--- config.mk ---
export PLATFORM = sky130hd
export DESIGN_NAME = regfile_write_arbiter
export DESIGN_NICKNAME = d
export VERILOG_FILES = /design/src/rtl/regfile_write_arbiter.sv
export SDC_FILE = /design/constraint.sdc
export NUM_CORES = 1
export LEC_CHECK = 0
export ABC_CLOCK_PERIOD_IN_PS = 2900
export BUFFER_PORTS_ARGS = -buffer_cell sky130_fd_sc_hd__buf_4
export CORE_MARGIN = 5
export CORE_UTILIZATION = 50
export DETAILED_ROUTE_END_ITERATION = 10
export PLACE_DENSITY = 0.77
export SLEW_MARGIN = 5
export SYNTH_ARGS = -nofsm -noshare
export SYNTH_HDL_FRONTEND = slang
export SYNTH_SLANG_ARGS = --single-unit
export TNS_END_PERCENT = 50
--- constraint.sdc ---
create_clock -name clk -period 2.9 [get_ports clk]
set_clock_uncertainty 0.15 [all_clocks]
set_input_delay 0.58 -clock clk [delete_from_list [all_inputs] [get_ports clk]]
set_output_delay 0.58 -clock clk [all_outputs]
set_load 0.05 [all_outputs]
--- src/rtl/regfile_write_arbiter.sv ---
// Two-requester round-robin arbiter for a register file write port.
// Supports locked bursts with an idle timeout and a registered write strobe.
module regfile_write_arbiter #(
    parameter int DATA_WIDTH   = 8,
    parameter int ADDR_WIDTH   = 1,
    parameter int LOCK_TIMEOUT = 4
) (
    input  logic                  clk,
    input  logic                  reset,
    input  logic                  req0_valid,
    input  logic [ADDR_WIDTH-1:0] req0_addr,
    input  logic [DATA_WIDTH-1:0] req0_data,
    input  logic                  req0_lock,
    output logic                  req0_ready,
    input  logic                  req1_valid,
    input  logic [ADDR_WIDTH-1:0] req1_addr,
    input  logic [DATA_WIDTH-1:0] req1_data,
    input  logic                  req1_lock,
    output logic                  req1_ready,
    output logic                  rf_write_enable,
    output logic [ADDR_WIDTH-1:0] rf_addr,
    output logic [DATA_WIDTH-1:0] rf_write_data,
    output logic                  last_grant,
    output logic                  locked
);

    typedef enum logic [1:0] {
        IDLE = 2'd0,
        OWN0 = 2'd1,
        OWN1 = 2'd2
    } state_e;

    localparam logic [7:0] CntLast = 8'(LOCK_TIMEOUT - 1);

    state_e                state_q, state_d;
    logic [7:0]            idle_cnt_q, idle_cnt_d;
    logic                  last_grant_q;
    logic                  locked_q;
    logic                  we_q;
    logic [ADDR_WIDTH-1:0] addr_q;
    logic [DATA_WIDTH-1:0] data_q;
    logic                  ready0, ready1;
    logic                  xfer;
    logic                  xfer_lock;

    always_comb begin
        state_d    = state_q;
        idle_cnt_d = idle_cnt_q;
        ready0     = 1'b0;
        ready1     = 1'b0;
        xfer       = 1'b0;
        xfer_lock  = 1'b0;
        unique case (state_q)
            IDLE: begin
                // Tie goes to the requester that did not win last time
                ready0 = req0_valid && (!req1_valid || last_grant_q);
                ready1 = req1_valid && (!req0_valid || !last_grant_q);
            end
            OWN0: begin
                ready0 = req0_valid;
                if (!req0_valid) begin
                    if (idle_cnt_q >= CntLast) begin
                        state_d    = IDLE;
                        idle_cnt_d = '0;
                    end else begin
                        idle_cnt_d = idle_cnt_q + 8'd1;
                    end
                end
            end
            OWN1: begin
                ready1 = req1_valid;
                if (!req1_valid) begin
                    if (idle_cnt_q >= CntLast) begin
                        state_d    = IDLE;
                        idle_cnt_d = '0;
                    end else begin
                        idle_cnt_d = idle_cnt_q + 8'd1;
                    end
                end
            end
            default: begin
                state_d    = IDLE;
                idle_cnt_d = '0;
            end
        endcase
        if (reset) begin
            ready0 = 1'b0;
            ready1 = 1'b0;
        end
        xfer      = ready0 || ready1;
        xfer_lock = ready1 ? req1_lock : req0_lock;
        if (xfer) begin
            idle_cnt_d = '0;
            if (xfer_lock) begin
                state_d = ready1 ? OWN1 : OWN0;
            end else begin
                state_d = IDLE;
            end
        end
    end

    always_ff @(posedge clk) begin
        if (reset) begin
            state_q      <= IDLE;
            idle_cnt_q   <= '0;
            last_grant_q <= 1'b1;
            locked_q     <= 1'b0;
            we_q         <= 1'b0;
            addr_q       <= '0;
            data_q       <= '0;
        end else begin
            state_q    <= state_d;
            idle_cnt_q <= idle_cnt_d;
            locked_q   <= (state_d != IDLE);
            we_q       <= xfer;
            if (xfer) begin
                last_grant_q <= ready1;
                addr_q       <= ready1 ? req1_addr : req0_addr;
                data_q       <= ready1 ? req1_data : req0_data;
            end
        end
    end

    assign req0_ready      = ready0;
    assign req1_ready      = ready1;
    assign rf_write_enable = we_q;
    assign rf_addr         = addr_q;
    assign rf_write_data   = data_q;
    assign last_grant      = last_grant_q;
    assign locked          = locked_q;

endmodule
==> flow_summary_export.csv, run 1 <==
group,metric,value,unit
setup_path,reg2reg_slack,840,ps
sta,finalCriticalPeriod,2555,ps
floorplan,io_pins,38,
grt,grt_max_degree,20,
synth,synth_ff_type,"dfxtp_1",
drt,routed-via-count,899,
pwr,p_per_area,524.3,mW/mm2
synth,syn_nets,135,
cts,postCtsHoldBufs,0,
cts,post_cts_buffers,0,
setup_path,crit_chain,"inv_1 > ha_1 > a21boi_1 > o21ai_1 > nor2_1 > buf_4",
sta,worst_pin_slew,428.1,ps
pwr,p_leak,0.6321,nW
synth,synthCells,106,
pwr,irDropWorstVdd,332.7,uV
floorplan,dieWidth,56.50,um
sta,post-route-period-util,88.10,%
synth,ys_ff_latch,22,
drt,drc,0,
synth,synthMuxAreaShare,8.333,%
grt,grt_util_met3,4.128,%
synth,synth_top_family_by_area,"compound AO/OA/AOI/OAI gates",
cts,post_cts_resized,0,
cells_and_area,final_layout_size_suffix_gt1_share,34.72,%
sta,hold_violations,0,
placement,place_inst,167,
setup_path,rr_startpoint,"state_q[1]$_SDFF_PP0_",
pwr,seqPwrFrac,45.4,%
cells_and_area,layout.nets,174,
pwr,p_int,0.4910,mW
synth,ys_warn_count,0,
grt,grt_pass1_vias,970,
min_path,hold_class,"flop to flop",
drt,drt-pass1-iter-count,4,
floorplan,die_area,0.003192,mm2
synth,yosys-top-cells-area,"dfxtp_1, mux2i_1, a211oi_1",
floorplan,die_y,56.50,um
synth,synthTopCellsByCount,"dfxtp_1, nor2_1, a211oi_1, mux2i_1",
sta,rsz0062_at_grt,"false",
sta,setup_viol,0,
synth,syn_area_per_cell,10.20,um2
drt,viasPerCell,5.257,
drt,post_drt_wl_per_cell,13.37,um
setup_path,critical_path_class,"flop to output pin",
setup_path,crit_start,"state_q[1]$_SDFF_PP0_",
cts,clk_latency,300,ps
synth,yosysTopAreaCell,"dfxtp_1",
setup_path,crit_fanout,4,
drt,ant_nets,0,
synth,synth_cell_type_count,38,
grt,top_usage_layer,"met2",
placement,hpwlAfterDp,1744,um
synth,synth-simple-area-share,16.44,%
cells_and_area,antenna_cells,0,
drt,totalWireLength,2287,um
synth,yosysSeqAreaShare,40.74,%
cts,ctsLongestPathBuffers,2,
setup_path,cp.required,2170,ps
drt,drtIter0Drc,14,
grt,grt_use_met1,19.94,%
setup_path,max_stage_delay,360,ps
cells_and_area,synthToLayoutAreaGrowth,30.90,%
cts,clk_pin_slew_worst_paths,120,ps
placement,portBuffers,37,
synth,synthAdderAreaFrac,5.787,%
grt,overflow,0,
grt,grt_pass1_wl,4119,um
grt,grtUsageTotal,15.60,%
cts,ctsHtreeMaxLevel,1,
pwr,switching_share,33.82,%
synth,synth_edf_count,0,
setup_path,critPathCapture,"req1_ready",
setup_path,critPathLaunchType,"flop",
placement,globalplace.congestion,0.7916,
setup_path,cpMaxStageDelayCell,"dfxtp_1",
sta,setup-tns-final,0,ps
setup_path,endpoint_kind,"output pin",
synth,synthArstFlopShare,0,%
synth,yosysTopAreaCellShare,40.74,%
cts,cts_tree,"done",
cts,cts_root_buf,"clkbuf_4",
sta,fmax,0.3914,GHz
setup_path,worst-r2r-cell-count,7,
run,max-cap-violations,0,
grt,antenna_found_initial,0,
grt,grt_use_met2,25.25,%
synth,synth_most_common_cell,"dfxtp_1",
setup_path,r2r-end,"locked$_SDFF_PP0_",
sta,relSlewSlack,71.46,%
pwr,combinationalPowerShare,32.0,%
floorplan,core-area,0.002002,mm2
sta,drv_slew,0,
cts,cts_inserted_buffers,3,
setup_path,crit_arrival,1820,ps
pwr,clkPwrFrac,22.6,%
min_path,hold_path_depth,2,
status,run_status,"finished, final reports clean",
synth,synth_area,0.001081,mm2
cells_and_area,final_cell_count_no_fill,171,
cts,clkSinkCount,22,
synth,synth_compound_area_share,24.19,%
synth,synthXorXnorAreaFrac,0.8102,%
floorplan,num_rows,16,
floorplan,start_util,54.00,%
pwr,p_sw,0.2509,mW
## metrics by stage
| step | area [um2] | power (mW) | utilization [%] | hold WS [ps] | setup WS [ps] |
|---|---|---|---|---|---|
| after global placement | 1379 | 0.5784 | 68.88 | 321.6 | 781.2 |
| after detailed placement | 1379 | 0.5815 | 68.88 | 320.2 | 726.1 |
| final | 1415 | 0.7419 | 70.69 | 335.3 | 345.2 |
| after global routing | 1415 | 0.7801 | 70.69 | 352.7 | 222.3 |
| after CTS | 1415 | 0.7503 | 70.69 | 337.9 | 316.8 |
| after floorplan | 1081 | 0.5065 | - | 306.9 | 234.1 |
## sequential cells by signal (all words and copies together), names as in the netlist
register and flops:
idle_cnt_q 8, rf_addr 1, state_q 2, rf_write_enable 1, rf_write_data 8, locked 1, last_grant 1
## cell type report
cell class                 instances  area, um2
fill                             166      586.8
timing repair buffer              39      292.8
multi-input combinational         76      600.6
clock buffer                       4      36.28
sequential                        22      440.4
inverter                           3      11.26
tap                               27      33.78
## logic make-up (layout without fill, tap and decap cells)
kind of cell             Yosys count  in the layout
AND/OR/NAND/NOR                   33             33
buffers and inverters              8             46
AO/OA/AOI/OAI                     28             28
flip-flops                        22             22
XOR/XNOR                           1              1
multiplexers                       9              9
adder cells (fa/ha/maj)            5              5
## power groups by stage
stage               clock network, mW  registers [mW]  logic (mW)
floorplan                           0           0.407      0.0990
global placement                    0           0.342       0.236
detailed placement                  0           0.343       0.239
CTS                             0.174           0.337       0.240
global route                    0.186           0.340       0.254
finish                          0.168           0.337       0.238
## worst min-delay path by stage
stage / from / end / slack (ps)
final: last_grant$_SDFFE_PP1N_ / last_grant$_SDFFE_PP1N_ / 340
after global routing: req1_lock / locked$_SDFF_PP0_ / 350
after CTS: last_grant$_SDFFE_PP1N_ / last_grant$_SDFFE_PP1N_ / 340
after detailed placement: last_grant$_SDFFE_PP1N_ / last_grant$_SDFFE_PP1N_ / 320
after global placement: last_grant$_SDFFE_PP1N_ / last_grant$_SDFFE_PP1N_ / 320
after floorplan: idle_cnt_q[7]$_SDFFE_PP0P_ / idle_cnt_q[7]$_SDFFE_PP0P_ / 310
## cell usage in the layout (no fill, tap or decap), drive strengths merged
| cell type | netlist | final |
|---|---|---|
| buf | 3 | 39 |
| dfxtp | 22 | 22 |
| nor2 | 17 | 17 |
| mux2i | 9 | 9 |
| a211oi | 9 | 9 |
| nand2 | 5 | 5 |
| ha | 5 | 5 |
| clkbuf | 2 | 4 |
| inv | 3 | 3 |
| a21oi | 3 | 3 |
| o21ai | 3 | 3 |
| and2 | 2 | 2 |
| a41oi | 2 | 2 |
| nor4 | 2 | 2 |
| a21boi | 1 | 1 |
| nor2b | 1 | 1 |
| o21a | 1 | 1 |
| a221oi | 1 | 1 |
| nor3 | 1 | 1 |
| nand3 | 1 | 1 |
| o22ai | 1 | 1 |
| and3b | 1 | 1 |
| a2111o | 1 | 1 |
| xnor2 | 1 | 1 |
| o211ai | 1 | 1 |
| a2111oi | 1 | 1 |
| and4b | 1 | 1 |
| a21o | 1 | 1 |
| and3 | 1 | 1 |
| a22o | 1 | 1 |
| and4 | 1 | 1 |
| a31oi | 1 | 1 |
| a221o | 1 | 1 |
## worst max-delay path: cells and delay by family, from the launching register on
family	cells	cell delay [ps]
flops	1	360
fa+ha+maj	1	270
buf+inv	2	350
simple gates	1	200
compound gates	2	350
## routing by layer
layer / vias to the layer above / wire [um] / part of all wire, %
li1: 466 / - / -
met1: 402 / 1071 / 47
met2: 29 / 1033 / 45
met3: 2 / 167 / 7.3
met4: 0 / 15 / 0.66
met5: - / 0 / 0
No activity file was read; power rests on OpenSTA's default activity.
==> inputs of run 2 (changes only) <==
--- a/config.mk
+++ b/config.mk
@@ -8,9 +8,9 @@
 export ABC_CLOCK_PERIOD_IN_PS = 2900
 export BUFFER_PORTS_ARGS = -buffer_cell sky130_fd_sc_hd__buf_4
 export CORE_MARGIN = 5
-export CORE_UTILIZATION = 50
+export CORE_UTILIZATION = 45
 export DETAILED_ROUTE_END_ITERATION = 10
-export PLACE_DENSITY = 0.77
+export PLACE_DENSITY = 0.7
 export SLEW_MARGIN = 5
 export SYNTH_ARGS = -nofsm -noshare
 export SYNTH_HDL_FRONTEND = slang
==> run 2 against run 1 <==
Via count grew 2.7%. Sequential power about the same. Count of clock-buffer cells in the layout shrank 1.
==> flow_summary_export.csv, run 2 (synthesis results as in run 1) <==
group,metric,value,unit
placement,place_inst,168,
cts,cts_tree,"done",
pwr,irDropWorstVdd,510.0,uV
cells_and_area,synthToLayoutAreaGrowth,32.52,%
sta,drv_slew,0,
setup_path,max_stage_delay,360,ps
cts,post_cts_buffers,0,
grt,antenna_found_initial,0,
sta,hold_violations,0,
sta,fmax,0.4007,GHz
setup_path,endpoint_kind,"output pin",
setup_path,crit_fanout,4,
drt,drt-pass1-iter-count,2,
min_path,hold_path_depth,2,
run,max-cap-violations,0,
setup_path,crit_chain,"inv_1 > ha_1 > a21boi_1 > o21ai_1 > nor2_1 > buf_4",
floorplan,die_y,59.02,um
cts,cts_root_buf,"clkbuf_4",
cells_and_area,final_layout_size_suffix_gt1_share,34.72,%
floorplan,die_area,0.003483,mm2
cts,ctsHtreeMaxLevel,1,
placement,hpwlAfterDp,1747,um
grt,grtUsageTotal,14.29,%
sta,setup_viol,0,
min_path,worstHoldStart,"req1_lock",
cells_and_area,layout.nets,174,
drt,drc,0,
placement,portBuffers,37,
cells_and_area,n_fill_cell,199,
setup_path,crit_family,"flip-flops",
setup_path,critical_path_class,"flop to output pin",
drt,viasPerCell,5.366,
sta,relSlewSlack,71.44,%
floorplan,num_rows,17,
cts,post_cts_resized,0,
drt,ant_nets,0,
sta,worst_pin_slew,428.3,ps
grt,overflow,0,
placement,pre_cts_ws,739.4,ps
cts,clk_pin_slew_worst_paths,130,ps
setup_path,rr_startpoint,"state_q[1]$_SDFF_PP0_",
setup_path,r2r-end,"locked$_SDFF_PP0_",
cells_and_area,final_cell_mix,"buf_4, dfxtp_1, nor2_1, mux2i_1, a211oi_1",
cts,ctsLongestPathBuffers,2,
grt,grt_pass1_wl,3891,um
pwr,p_per_area,562.3,mW/mm2
drt,totalWireLength,2214,um
status,run_status,"finished, final reports clean",
sta,setup-tns-final,0,ps
sta,setup_ws,404.4,ps
drt,post_drt_wl_per_cell,12.87,um
floorplan,start_util,47.95,%
drt,routed-via-count,923,
setup_path,worst-r2r-cell-count,7,
cells_and_area,final_common_cell,"buf_4",
floorplan,core-area,0.002255,mm2
floorplan,dieWidth,59.02,um
setup_path,crit_start,"state_q[0]$_SDFF_PP0_",
cells_and_area,final_cell_count_no_fill,172,
setup_path,cp.required,2170,ps
setup_path,crit_arrival,1770,ps
cts,postCtsHoldBufs,0,
pwr,p_leak,0.6391,nW
cts,cts_inserted_buffers,3,
grt,grt_pass1_vias,895,
sta,post-route-period-util,86.06,%
setup_path,reg2reg_slack,900,ps
floorplan,io_pins,38,
setup_path,critPathBufInv,2,
cts,clk_latency,310,ps
sta,finalCriticalPeriod,2496,ps
sta,rsz0062_at_grt,"false",
drt,drtIter0Drc,17,
cts,clkSinkCount,22,
placement,globalplace.congestion,0.7806,
min_path,whs_endpoint,"locked$_SDFF_PP0_",
setup_path,critPathLaunchType,"flop",
grt,grt_max_degree,20,
cells_and_area,antenna_cells,0,
setup_path,cpMaxStageDelayCell,"dfxtp_1",
min_path,hold_class,"input pin to flop",
run 2: power by group:
| part | switching, mW | total (mW) | internal (mW) |
|---|---|---|---|
| Sequential | 0.0131 | 0.337 | 0.324 |
| Combinational | 0.146 | 0.237 | 0.0908 |
| Clock | 0.0927 | 0.232 | 0.140 |
| Total | 0.251 | 0.806 | 0.554 |
run 2: worst register-to-register path, stage by stage, from the launching register on:
cell     delay [ps]
dfxtp_1         390
inv_1            90
ha_1            270
o21ai_2         270
a21oi_4          60
buf_4           200
and4b_1         230
a221o_1         250
run 2: worst max path at each step:
stage / depth (start not counted) / endpoint / slack [ps]
detailed placement: 6 / req1_ready / 740
floorplan: 4 / req0_ready / 230
global placement: 5 / req1_ready / 780
finish: 6 / req1_ready / 400
CTS: 6 / req1_ready / 390
global route: 6 / req1_ready / 220
run 2: metrics by stage:
stage          hold slack (ps)  power [mW]  util, %  cell area (um2)
2_1_floorplan            306.9      0.5065        -             1081
3_3_place_gp             321.2      0.5791    61.21             1380
3_5_place_dp             338.1      0.5810    61.21             1380
4_1_cts                  337.5      0.8136    63.54             1433
5_1_grt                  330.2      0.8496    63.54             1433
6_report                 345.2      0.8056    63.54             1433
run 2: cell type report:
cell class                 instances  area, um2  share of cell area [%]
inverter                           3      11.26                  0.7860
timing repair buffer              39      292.8                   20.44
sequential                        22      440.4                   30.74
clock inverter                     1      30.03                   2.096
multi-input combinational         76      600.6                   41.92
tap                               28      35.03                   2.445
clock buffer                       3      22.52                   1.572
run 2: per-layer routing:
layer / up-vias / track usage [%] / wire length, um
met5: - / 0 / 0
met2: 28 / 22.40 / 972
met3: 2 / 5.882 / 201
met4: 0 / 3.236 / 18
met1: 426 / 18.33 / 1021
li1: 467 / - / -
==> inputs of run 3 (changes only) <==
--- a/config.mk
+++ b/config.mk
@@ -5,12 +5,13 @@
 export SDC_FILE = /design/constraint.sdc
 export NUM_CORES = 1
 export LEC_CHECK = 0
+export ABC_AREA = 1
 export ABC_CLOCK_PERIOD_IN_PS = 2900
 export BUFFER_PORTS_ARGS = -buffer_cell sky130_fd_sc_hd__buf_4
 export CORE_MARGIN = 5
 export CORE_UTILIZATION = 45
 export DETAILED_ROUTE_END_ITERATION = 10
-export PLACE_DENSITY = 0.7
+export PLACE_DENSITY = 0.71
 export SLEW_MARGIN = 5
 export SYNTH_ARGS = -nofsm -noshare
 export SYNTH_HDL_FRONTEND = slang
==> run 3 against run 2 <==
Count of clock-buffer cells in the layout rose by 1. First-iteration DRC count grew 59%. Total power down 1.8%. Setup slack got worse by 51 ps. Core utilization is 1.2 points lower. Maximum frequency fell by 2.0%. Critical path type unchanged. Largest power group unchanged.
==> flow_summary_export.csv, run 3 <==
group,metric,value,unit
placement,pre_cts_ws,688.1,ps
synth,syn_area_per_cell,7.691,um2
cells_and_area,multi_input_area,523.0,um2
sta,drv_slew,0,
cells_and_area,final_cell_mix,"nand2_1, buf_4, dfxtp_1, nor2_1, inv_1",
drt,drtIter0Drc,27,
cts,cts_tree,"done",
drt,totalWireLength,2294,um
grt,grt_max_degree,13,
cells_and_area,layout.nets,205,
synth,synth_most_common_cell,"nand2_1",
setup_path,critPathLaunchType,"flop",
pwr,clkPwrFrac,21.4,%
cts,cts_root_buf,"clkbuf_4",
floorplan,num_rows,17,
sta,relSlewSlack,80.26,%
synth,synth_cell_type_count,24,
synth,ys_ff_latch,22,
cells_and_area,design_area,0.001379,mm2
cts,ctsHtreeMaxLevel,1,
cts,ctsLongestPathBuffers,2,
sta,rsz0062_at_grt,"false",
grt,grt_pass1_wl,3953,um
floorplan,dieWidth,58.21,um
floorplan,die_area,0.003388,mm2
pwr,irDropWorstVdd,363.2,uV
cells_and_area,synthToLayoutAreaGrowth,31.82,%
placement,portBuffers,37,
cts,post_cts_buffers,0,
grt,antenna_found_initial,0,
placement,hpwlAfterDp,1880,um
synth,synth_ff_type,"dfxtp_1",
floorplan,die_y,58.21,um
setup_path,cp.required,2170,ps
synth,yosysSeqAreaShare,42.11,%
drt,viasPerCell,4.778,
cells_and_area,antenna_cells,0,
sta,holdWs,301.2,ps
cts,post_cts_resized,0,
synth,synth_area,0.001046,mm2
pwr,combinationalPowerShare,34.8,%
run,max-cap-violations,0,
cts,clk_pin_slew_worst_paths,120,ps
cts,postCtsHoldBufs,0,
synth,synthArstFlopShare,0,%
setup_path,critical_path_class,"flop to output pin",
setup_path,critPathBufInv,4,
drt,drc,0,
grt,grtUsageTotal,14.86,%
synth,synthTopCellsByCount,"nand2_1, dfxtp_1, nor2_1",
drt,drt-pass1-iter-count,2,
floorplan,start_util,47.29,%
setup_path,crit_chain,"inv_1 > ha_1 > nand2_1 > inv_1 > nand2_2 > nand2_4 > nand2_4 > clkinv_2 > buf_4",
grt,overflow,0,
pwr,p_int,0.4983,mW
sta,finalCriticalPeriod,2547,ps
sta,worst_pin_slew,295.8,ps
synth,synthCells,136,
sta,setup_viol,0,
setup_path,crit_fanout,12,
cts,clkSinkCount,22,
setup_path,crit_family,"buffers and inverters",
drt,post_drt_wl_per_cell,11.30,um
sta,post-route-period-util,87.83,%
cts,clk_latency,300,ps
setup_path,crit_arrival,1820,ps
sta,hold_violations,0,
floorplan,core-area,0.002212,mm2
pwr,switching_share,37.03,%
grt,grt_pass1_vias,950,
cells_and_area,n_fill_cell,206,
setup_path,max_stage_delay,380,ps
cts,cts_inserted_buffers,3,
pwr,p_sw,0.2931,mW
pwr,p_leak,0.6886,nW
placement,placed_area,0.001343,mm2
floorplan,io_pins,38,
synth,yosysTopAreaCellShare,42.11,%
pwr,p_per_area,573.9,mW/mm2
synth,ys_warn_count,0,
status,run_status,"finished, final reports clean",
synth,synth_edf_count,0,
sta,fmax,0.3926,GHz
cells_and_area,final_layout_size_suffix_gt1_share,33.71,%
setup_path,cpMaxStageDelayCell,"dfxtp_1",
sta,setup-tns-final,0,ps
cells_and_area,seq_area,440.4,um2
synth,yosysTopAreaCell,"dfxtp_1",
sta,setup_ws,352.9,ps
min_path,hold_class,"flop to flop",
synth,syn_nets,165,
setup_path,endpoint_kind,"output pin",
drt,routed-via-count,970,
drt,ant_nets,0,
pwr,seqPwrFrac,43.8,%
placement,globalplace.congestion,0.8506,
synth,yosys-top-cells-area,"dfxtp_1, nand2_1, ha_1",
pwr,power.total,0.7913,mW
-- run 3: final timing paths --
path                         startpoint                    endpoint  slack [ps]  cells past startpoint
max               state_q[0]$_SDFF_PP0_                  req1_ready         350                      9
max reg2reg       state_q[0]$_SDFF_PP0_           locked$_SDFF_PP0_        1090                     12
min          idle_cnt_q[5]$_SDFFE_PP0P_  idle_cnt_q[5]$_SDFFE_PP0P_         300                      2
min reg2reg  idle_cnt_q[5]$_SDFFE_PP0P_  idle_cnt_q[5]$_SDFFE_PP0P_         300                      2
-- run 3: area by class of cell --
cell class                      instances  share of cell area [%]
Sequential cell                        22                   31.94
Multi-Input combinational cell         96                   37.93
Clock buffer                            4                   2.632
Timing Repair Buffer                   37                   20.15
Tap cell                               28                   2.541
Inverter                               16                   4.809
-- run 3: power groups by stage --
| stage | registers, mW | clock network [mW] | logic, mW |
|---|---|---|---|
| after global placement | 0.353 | 0 | 0.276 |
| after detailed placement | 0.353 | 0 | 0.279 |
| after global routing | 0.350 | 0.191 | 0.298 |
| final | 0.347 | 0.169 | 0.275 |
| after floorplan | 0.442 | 0 | 0.101 |
| after CTS | 0.346 | 0.177 | 0.279 |
-- run 3: through the flow --
stage / util [%] / cells
after floorplan: - / 136
after global placement: 60.69 / 199
after detailed placement: 60.69 / 199
after CTS: 62.33 / 203
after global routing: 62.33 / 203
final: 62.33 / 203
-- run 3: layer usage --
metal / wire length (um) / GRT usage [%]
met5: 0 / 0
met3: 120 / 3.786
met2: 1189 / 26.13
met4: 26 / 5.960
met1: 957 / 17.02
-- run 3: worst reg2reg max path, stage by stage (launching register included) --
cell and delay (ps):
dfxtp_1 380, inv_1 90, ha_1 260, nand2_1 90
inv_1 50, nand2_2 60, nand2_4 70, nand2_4 130
clkinv_2 170, nand2_1 120, nand2_1 80, inv_2 50
nand2_1 40
-- run 3: kinds of logic (layout without fill, tap and decap cells) --
kind of cell | after synthesis | count (layout) | synth area share, %
AND/OR/NAND/NOR | 71 | 71 | 32.78
buffers and inverters | 18 | 57 | 7.894
AO/OA/AOI/OAI | 20 | 20 | 11.24
adder cells (fa/ha/maj) | 5 | 5 | 5.981
flip-flops | 22 | 22 | 42.11
